==> config.mk <==
export PLATFORM = sky130hd
export DESIGN_NAME = xnor_popcount_accumulator
export DESIGN_NICKNAME = d
export VERILOG_FILES = /design/src/rtl/xnor_acc_pkg.sv /design/src/rtl/lane_adder_tree.sv /design/src/rtl/xnor_popcount_accumulator.sv
export SDC_FILE = /design/constraint.sdc
export NUM_CORES = 1
export LEC_CHECK = 0
export BUFFER_PORTS_ARGS = -buffer_cell sky130_fd_sc_hd__buf_2
export CAP_MARGIN = 10
export CORE_UTILIZATION = 32
export CTS_CLUSTER_DIAMETER = 40
export DETAILED_ROUTE_END_ITERATION = 16
export GPL_TIMING_DRIVEN = 0
export SLEW_MARGIN = 40
export SYNTH_ARGS = -nofsm -noshare
export SYNTH_HDL_FRONTEND = slang
export SYNTH_HIERARCHICAL = 1
export SYNTH_SLANG_ARGS = --single-unit
==> constraint.sdc <==
create_clock -name clk -period 13.4 [get_ports clk]
set_input_delay 0.67 -clock clk [delete_from_list [all_inputs] [get_ports clk]]
set_output_delay 0.67 -clock clk [all_outputs]
set_load 0.02 [all_outputs]
==> src/rtl/xnor_acc_pkg.sv <==
// Shared definitions for the XNOR/AND popcount accumulator: FSM encoding,
// lane decode and partial-sum width derivation.
package xnor_acc_pkg;

  typedef logic [1:0] state_t;

  localparam state_t S_ACC   = 2'd0;
  localparam state_t S_DRAIN = 2'd1;
  localparam state_t S_OUT   = 2'd2;

  // Wide enough for N lanes of -2 each (worst-case illegal 2'b10 decode).
  function automatic int ps_width(input int n_lanes);
    return $clog2(n_lanes) + 2;
  endfunction

  function automatic logic signed [1:0] lane_decode(input logic [1:0] lane, input logic bin);
    logic signed [1:0] val;
    if (bin) begin
      val = {1'b0, lane[0]};
    end else begin
      val = lane;
    end
    return val;
  endfunction

endpackage

==> src/rtl/lane_adder_tree.sv <==
// Combinational reduction of N_LANES 2-bit multiplier products into one
// signed partial sum, decoded per lane according to the group mode.
module lane_adder_tree
  import xnor_acc_pkg::*;
#(
  parameter int N_LANES = 16,
  parameter int PS_W    = ps_width(N_LANES)
) (
  input  logic [2*N_LANES-1:0]  mul,
  input  logic                  bin,
  output logic signed [PS_W-1:0] sum
);

  // Pairwise in-place reduction: level w folds 2w nodes into w nodes.
  always_comb begin
    logic signed [PS_W-1:0] node [N_LANES];
    for (int k = 0; k < N_LANES; k++) begin
      node[k] = PS_W'(lane_decode(mul[2*k +: 2], bin));
    end
    for (int w = N_LANES / 2; w >= 1; w = w / 2) begin
      for (int k = 0; k < w; k++) begin
        node[k] = node[2*k] + node[2*k+1];
      end
    end
    sum = node[0];
  end

endmodule

==> src/rtl/xnor_popcount_accumulator.sv <==
// Two-stage beat reducer and shift-accumulator producing one signed result
// per group; binary groups get the 2*pop - nbits XNOR correction.
module xnor_popcount_accumulator
  import xnor_acc_pkg::*;
#(
  parameter int N_LANES = 16,
  parameter int ACC_W   = 24,
  parameter int SH_W    = 3,
  parameter int CNT_W   = 16
) (
  input  logic                 clk,
  input  logic                 rst_n,
  input  logic                 in_valid,
  output logic                 in_ready,
  input  logic [2*N_LANES-1:0] in_mul,
  input  logic [SH_W-1:0]      in_shift,
  input  logic                 in_bin,
  input  logic                 in_last,
  output logic                 out_valid,
  input  logic                 out_ready,
  output logic [ACC_W-1:0]     out_data
);

  localparam int PS_W = ps_width(N_LANES);

  state_t                 state_q, state_d;
  logic                   in_ready_q, in_ready_d;
  logic                   grp_open_q, grp_open_d;
  logic                   grp_bin_q, grp_bin_d;
  logic                   s1_valid_q, s1_valid_d;
  logic signed [PS_W-1:0] psum_q, psum_d;
  logic [SH_W-1:0]        shift_q, shift_d;
  logic                   last_q, last_d;
  logic                   bin_q, bin_d;
  logic                   first_q, first_d;
  logic [ACC_W-1:0]       acc_q, acc_d;
  logic [CNT_W-1:0]       cnt_q, cnt_d;
  logic                   out_valid_q, out_valid_d;
  logic [ACC_W-1:0]       out_data_q, out_data_d;

  logic                   accept_s;
  logic                   first_s;
  logic                   beat_bin_s;
  logic signed [PS_W-1:0] tree_sum_s;
  logic [ACC_W-1:0]       addend_s;
  logic [ACC_W-1:0]       acc_next_s;
  logic [CNT_W-1:0]       cnt_next_s;
  logic [ACC_W-1:0]       bin_result_s;

  assign accept_s   = in_valid && in_ready_q;
  assign first_s    = !grp_open_q;
  // The group flag is taken from the first beat only and held for the rest.
  assign beat_bin_s = first_s ? in_bin : grp_bin_q;

  lane_adder_tree #(
    .N_LANES (N_LANES),
    .PS_W    (PS_W)
  ) u_tree (
    .mul (in_mul),
    .bin (beat_bin_s),
    .sum (tree_sum_s)
  );

  // Stage 1: capture the reduced beat and track group boundaries.
  always_comb begin
    psum_d     = psum_q;
    shift_d    = shift_q;
    last_d     = last_q;
    bin_d      = bin_q;
    first_d    = first_q;
    grp_open_d = grp_open_q;
    grp_bin_d  = grp_bin_q;
    if (accept_s) begin
      s1_valid_d = 1'b1;
      psum_d     = tree_sum_s;
      shift_d    = in_shift;
      last_d     = in_last;
      bin_d      = beat_bin_s;
      first_d    = first_s;
      grp_open_d = !in_last;
      grp_bin_d  = beat_bin_s;
    end else begin
      s1_valid_d = 1'b0;
    end
  end

  assign addend_s     = ACC_W'(psum_q) << (bin_q ? {SH_W{1'b0}} : shift_q);
  assign acc_next_s   = (first_q ? {ACC_W{1'b0}} : acc_q) + addend_s;
  assign cnt_next_s   = (first_q ? {CNT_W{1'b0}} : cnt_q)
                      + (bin_q ? CNT_W'(N_LANES) : {CNT_W{1'b0}});
  assign bin_result_s = {acc_next_s[ACC_W-2:0], 1'b0} - ACC_W'(cnt_next_s);

  // Stage 2: accumulate, finalise on the last beat, release on handshake.
  always_comb begin
    acc_d       = acc_q;
    cnt_d       = cnt_q;
    out_valid_d = out_valid_q;
    out_data_d  = out_data_q;
    if (s1_valid_q) begin
      if (last_q) begin
        acc_d       = {ACC_W{1'b0}};
        cnt_d       = {CNT_W{1'b0}};
        out_valid_d = 1'b1;
        out_data_d  = bin_q ? bin_result_s : acc_next_s;
      end else begin
        acc_d = acc_next_s;
        cnt_d = cnt_next_s;
      end
    end else begin
      if (out_valid_q && out_ready) begin
        out_valid_d = 1'b0;
      end else begin
        out_valid_d = out_valid_q;
      end
    end
  end

  // Flow control: input is closed from last-beat acceptance until output handshake.
  always_comb begin
    state_d = state_q;
    case (state_q)
      S_ACC: begin
        if (accept_s && in_last) begin
          state_d = S_DRAIN;
        end else begin
          state_d = S_ACC;
        end
      end
      S_DRAIN: begin
        if (s1_valid_q && last_q) begin
          state_d = S_OUT;
        end else begin
          state_d = S_DRAIN;
        end
      end
      S_OUT: begin
        if (out_valid_q && out_ready) begin
          state_d = S_ACC;
        end else begin
          state_d = S_OUT;
        end
      end
      default: state_d = S_ACC;
    endcase
    in_ready_d = (state_d == S_ACC);
  end

  // State registers.
  always_ff @(posedge clk or negedge rst_n) begin
    if (!rst_n) begin
      state_q     <= S_ACC;
      in_ready_q  <= 1'b1;
      grp_open_q  <= 1'b0;
      grp_bin_q   <= 1'b0;
      s1_valid_q  <= 1'b0;
      psum_q      <= {PS_W{1'b0}};
      shift_q     <= {SH_W{1'b0}};
      last_q      <= 1'b0;
      bin_q       <= 1'b0;
      first_q     <= 1'b0;
      acc_q       <= {ACC_W{1'b0}};
      cnt_q       <= {CNT_W{1'b0}};
      out_valid_q <= 1'b0;
      out_data_q  <= {ACC_W{1'b0}};
    end else begin
      state_q     <= state_d;
      in_ready_q  <= in_ready_d;
      grp_open_q  <= grp_open_d;
      grp_bin_q   <= grp_bin_d;
      s1_valid_q  <= s1_valid_d;
      psum_q      <= psum_d;
      shift_q     <= shift_d;
      last_q      <= last_d;
      bin_q       <= bin_d;
      first_q     <= first_d;
      acc_q       <= acc_d;
      cnt_q       <= cnt_d;
      out_valid_q <= out_valid_d;
      out_data_q  <= out_data_d;
    end
  end

  assign in_ready  = in_ready_q;
  assign out_valid = out_valid_q;
  assign out_data  = out_data_q;

endmodule
---- Yosys cells after proc, flatten, opt, wreduce, memory -nomap -nowiden ----
Index checks and enable logic that the tools add are counted.
word-level totals
  register bits after elaboration ......... 82
  latch bits .............................. 0
  bits in writable memories ............... 0
  memory bits (read-only) ................. 0
  bits of input ports ..................... 41
  output and inout bits ................... 26
  memories kept ........................... 0
cells by class
  add/subtract/negate cells ............... 18
  $mul .................................... 0
  div/mod/pow operators ................... 0
  magnitude comparators ................... 0
  equality and inequality tests ........... 3
  shift operators ......................... 1
  mux-type cells .......................... 32
  bitwise logic cells ..................... 0
  reductions and logical operators ........ 11
operators with widths
  kind                  count
  $mux W24              3
  $add A6 B6 Y6         7
  $mux W2               18
  $mux W16              2
  $add A2 B2 Y3         8
  $add A24 B24 Y24      1
  $shl A24 B3 Y24       1
  $sub A24 B16 Y24      1
  $add A16 B5 Y16       1
  $mux W1               6
  $pmux W2 S3           1
  $mux W5               1
  $logic_and A1 B1 Y1   4
  $logic_not A2 Y1      2
  $reduce_and A2 Y1     2
  $mux W3               1
  $eq A2 B1 Y1 const B  1
  $eq A2 B2 Y1 const B  1
  $logic_not A1 Y1      2
  $ne A2 B1 Y1 const B  1
  $reduce_bool A2 Y1    1

---- Logic depth before layout (Yosys ltp) ----
  depth in word-level cells ............... 6
  gate-level depth with buffers ........... 24

---- Hierarchy ----
Netlist, hierarchy kept.
modules (own cells, without submodules)
  module                     instances  cells each  area each (µm²)  sequential area each (µm²)
  xnor_popcount_accumulator  1          706         6,088.3          2,053.2
  lane_adder_tree            1          124         1,243.7          0.0

---- Worst setup path after synthesis ----
Ideal clock, no wire load.
  kind .................................... flip-flop to flip-flop
  start ................................... reg, netlist name bin_q
  end ..................................... reg psum_q[5]
  arrival time ............................ 6.208 ns
  required time ........................... 13.275 ns
  slack ................................... 7.068 ns
  cell stages (with the launch flop) ...... 21
  path buffers ............................ 4
  period minus slack after synthesis ...... 6.332 ns
  path through ............................ dfrtp_1 > clkdlybuf4s50_2 > clkbuf_8 > clkbuf_1 > mux2_2 > clkbuf_1 > nand2b_1 > fa_1 > fa_1 > inv_1 > fa_1 > inv_1 > fa_1 > fa_1 > fa_1 > inv_1 > ha_1 > a21o_1 > a21oi_1 > xnor2_1 > mux2_2
RTL lines
  what                  RTL line                          source
  end signal, assigned  xnor_popcount_accumulator.sv:156  psum_q <= {PS_W{1'b0}};
  end signal, assigned  xnor_popcount_accumulator.sv:171  psum_q <= psum_d;
  end, declared         xnor_popcount_accumulator.sv:31   logic signed [PS_W-1:0] psum_q, psum_d;

==> out/results.txt <==
Sequential-to-total area share from yosys stat: 28.0%
Critical path, cell by cell: clkdlybuf4s50_2, clkbuf_8, clkbuf_1, mux2_2, clkbuf_1, nand2b_1, fa_1, fa_1, inv_1, fa_1, inv_1, fa_1, fa_1, fa_1, inv_1, ha_1, a21o_1, a21oi_1, xnor2_1, mux2_2
CTS tree: yes
Register area: 2050 um2
Synth warnings: 6
Worst r2r path cells: 20
Clock-pin slew on the worst setup and hold paths: 60 ps
CTS-repair resized insts: 0
Synth cell types: 74
Crit path launch type: register
Diode count: 0
Ys flop type: dfrtp_1
Synth area leader: dfrtp_1
Placement row count: 55
CP peak stage delay: 620 ps
Syn nets: 960
Share of layout cells above drive strength 1: 14.2%
Setup tns final: 0 ps
Fin nets: 1038
Multi-input logic area: 4710 um2
Layout area overhead: 14.0%
Fill cells: 2325
Leading post-synthesis cells by cell area: dfrtp_1, fa_1, ha_1, inv_1, xnor2_1
Global routing usage on met1: 21.4%
Port buffer count: 66
Via count: 5956
GRT met3 Usage: 3.52%
DR vias/cell: 4.97
RSZ-0062 raised after global routing: no
Max cap viols: 0
Number of non-filler instances in the completed layout: 1198
Mapped Area: 7330 um2
# clock sinks: 82
H-tree Lvls: 3
IO Count: 67
Detail Route Antenna Nets: 0
Grt met2 use: 26.9%
Post-synth EDFFs: 0
Post-synth ARST share: 100%
Initial DRC Count: 261
CTS root buffer: clkbuf_16
Final period utilization: 52.3%
Drt wl/cell: 15.3 um
Critical Path End Type: register
Clk Latency, worst-skew pair: 360 ps
CTS buffer count: 9
Initial core utilization: 32.5%
Final Hold Vio Count: 0
#FFs+latches synth: 82
Drt drc: 0
TritonRoute pass-1 iters: 5
Post-synth top area share: 27.6%
End of the worst register-to-register path: psum_q[5]$_DFFE_PN0P_
Max Slew Vio Count: 0
Antenna violations before repair: 1
Min-delay worst type: in2async
# hold bufs at CTS: 0
Most Crowded Layer GR: met2
RePlAce Congestion: 0.912
Status: finished clean
Critical Path Most Common Cell: fa_1
Final Routed Wirelength: 18300 um
Slew @ Worst Pin: 769 ps
Slew HR: 48.7%
Gr ovfl total: 0
Setup slack, reg-to-reg: 6390 ps
Tot GR Track Use: 16.3%
Cells after synthesis: 830
DP Area: 8050 um2
Critical path's slowest cell: clkdlybuf4s50_2
Clock skew: 10.6 ps
Die width: 153 um
Tmin final: 7010 ps
Design area: 8360 um2
Die Y: 153 um
Worst reg2reg startpoint: bin_q$_DFFE_PN0P_
Vias in the first global route: 5992
Syn Area/Cell: 8.83 um2
Largest net degree at the start of global routing: 48
DIE AREA: 23500 um2
Global-route wire length before repair: 30200 um
Dpl cells: 1182
Clk buf depth: 2
Setup violators final: 0
Core area: 22600 um2
Setup Fix Bufs, Post-CTS: 0
Post-layout util: 37.0%
Fmax: 0.143 GHz
Critical Path Fanout Max: 10
Dpl hpwl: 14500 um
CP Data Arrival Time: 7240 ps
CP required: 13640 ps
Setup Crit Path Kind: reg2reg
## worst max-delay path: cells and delay by family, from the launching register on
family / cells / cell delay (ps)
simple gates: 1 / 170
compound gates: 2 / 340
buf+inv: 7 / 1810
mux: 2 / 640
flops: 1 / 360
xor+xnor: 1 / 110
fa+ha+maj: 7 / 3490
## how the worst max path moves through the flow
stage               slack (ps)  cells after the start                     to               from
global route              6040                     20  psum_q[5]$_DFFE_PN0P_  bin_q$_DFFE_PN0P_
floorplan                 7070                     20  psum_q[5]$_DFFE_PN0P_  bin_q$_DFFE_PN0P_
finish                    6390                     20  psum_q[5]$_DFFE_PN0P_  bin_q$_DFFE_PN0P_
global placement          6430                     20  psum_q[5]$_DFFE_PN0P_  bin_q$_DFFE_PN0P_
CTS                       6340                     20  psum_q[5]$_DFFE_PN0P_  bin_q$_DFFE_PN0P_
detailed placement        6360                     20  psum_q[5]$_DFFE_PN0P_  bin_q$_DFFE_PN0P_
## flip-flops by register name (all words and copies together) (netlist names)
name        count
grp_open_q      1
state_q         2
in_ready        1
bin_q           1
cnt_q          16
shift_q         3
first_q         1
s1_valid_q      1
acc_q          24
last_q          1
out_data       24
psum_q          6
out_valid       1
## cells by family after synthesis
family          share of synthesized area (%)
simple gates                             15.3
compound gates                           17.9
buf+inv                                  7.73
fa+ha+maj                                19.1
flops                                    28.0
xor+xnor                                 7.59
mux                                      4.35
## synth_stat cells (all sizes together) (5+ instances only)
library cell and count:
inv 112, dfrtp 81, nor2 69, nand2 61
ha 51, a21oi 49, o21ai 48, fa 38
xnor2 38, o22ai 35, nand2b 31, clkbuf 26
a21o 19, nor3 17, mux2 15, mux2i 15
and2 13, xor2 13, a211oi 10, nand3 10
nor2b 9, o211ai 8, o21a 6, nand4 5
## per-stage QoR
| stage | setup slack [ps] | hold slack, ps |
|---|---|---|
| detailed placement | 6360 | 467 |
| global route | 6040 | 288 |
| global placement | 6430 | 445 |
| floorplan | 7070 | 374 |
| CTS | 6340 | 264 |
| finish | 6390 | 248 |
## routing by layer
layer / part of all wire [%] / vias up / wire, um
met3: 4.6 / 24 / 844
met4: 2.0 / 0 / 360
met2: 46 / 134 / 8460
li1: - / 2971 / -
met1: 47 / 2827 / 8670
met5: 0 / - / 0
## layout make-up
class | instances | area share [%]
timing repair buffer | 67 | 4.27
multi-input combinational | 605 | 56.4
inverter | 112 | 5.03
clock buffer | 10 | 2.74
buffer | 31 | 1.75
clock inverter | 6 | 0.988
sequential | 82 | 24.6
tap | 285 | 4.27
## cell usage in the layout, fill, tap and decap left out, types with 25 or more instances in the layout
cell / count
inv_1: 111
dfrtp_1: 81
nor2_1: 69
buf_2: 67
nand2_1: 60
ha_1: 51
a21oi_1: 47
fa_1: 38
o21ai_0: 37
xnor2_1: 36
o22ai_1: 35
nand2b_1: 31
clkbuf_1: 25
Power is not shown: default switching activity piles up to over one toggle a cycle in this logic, so the estimate is an artifact.
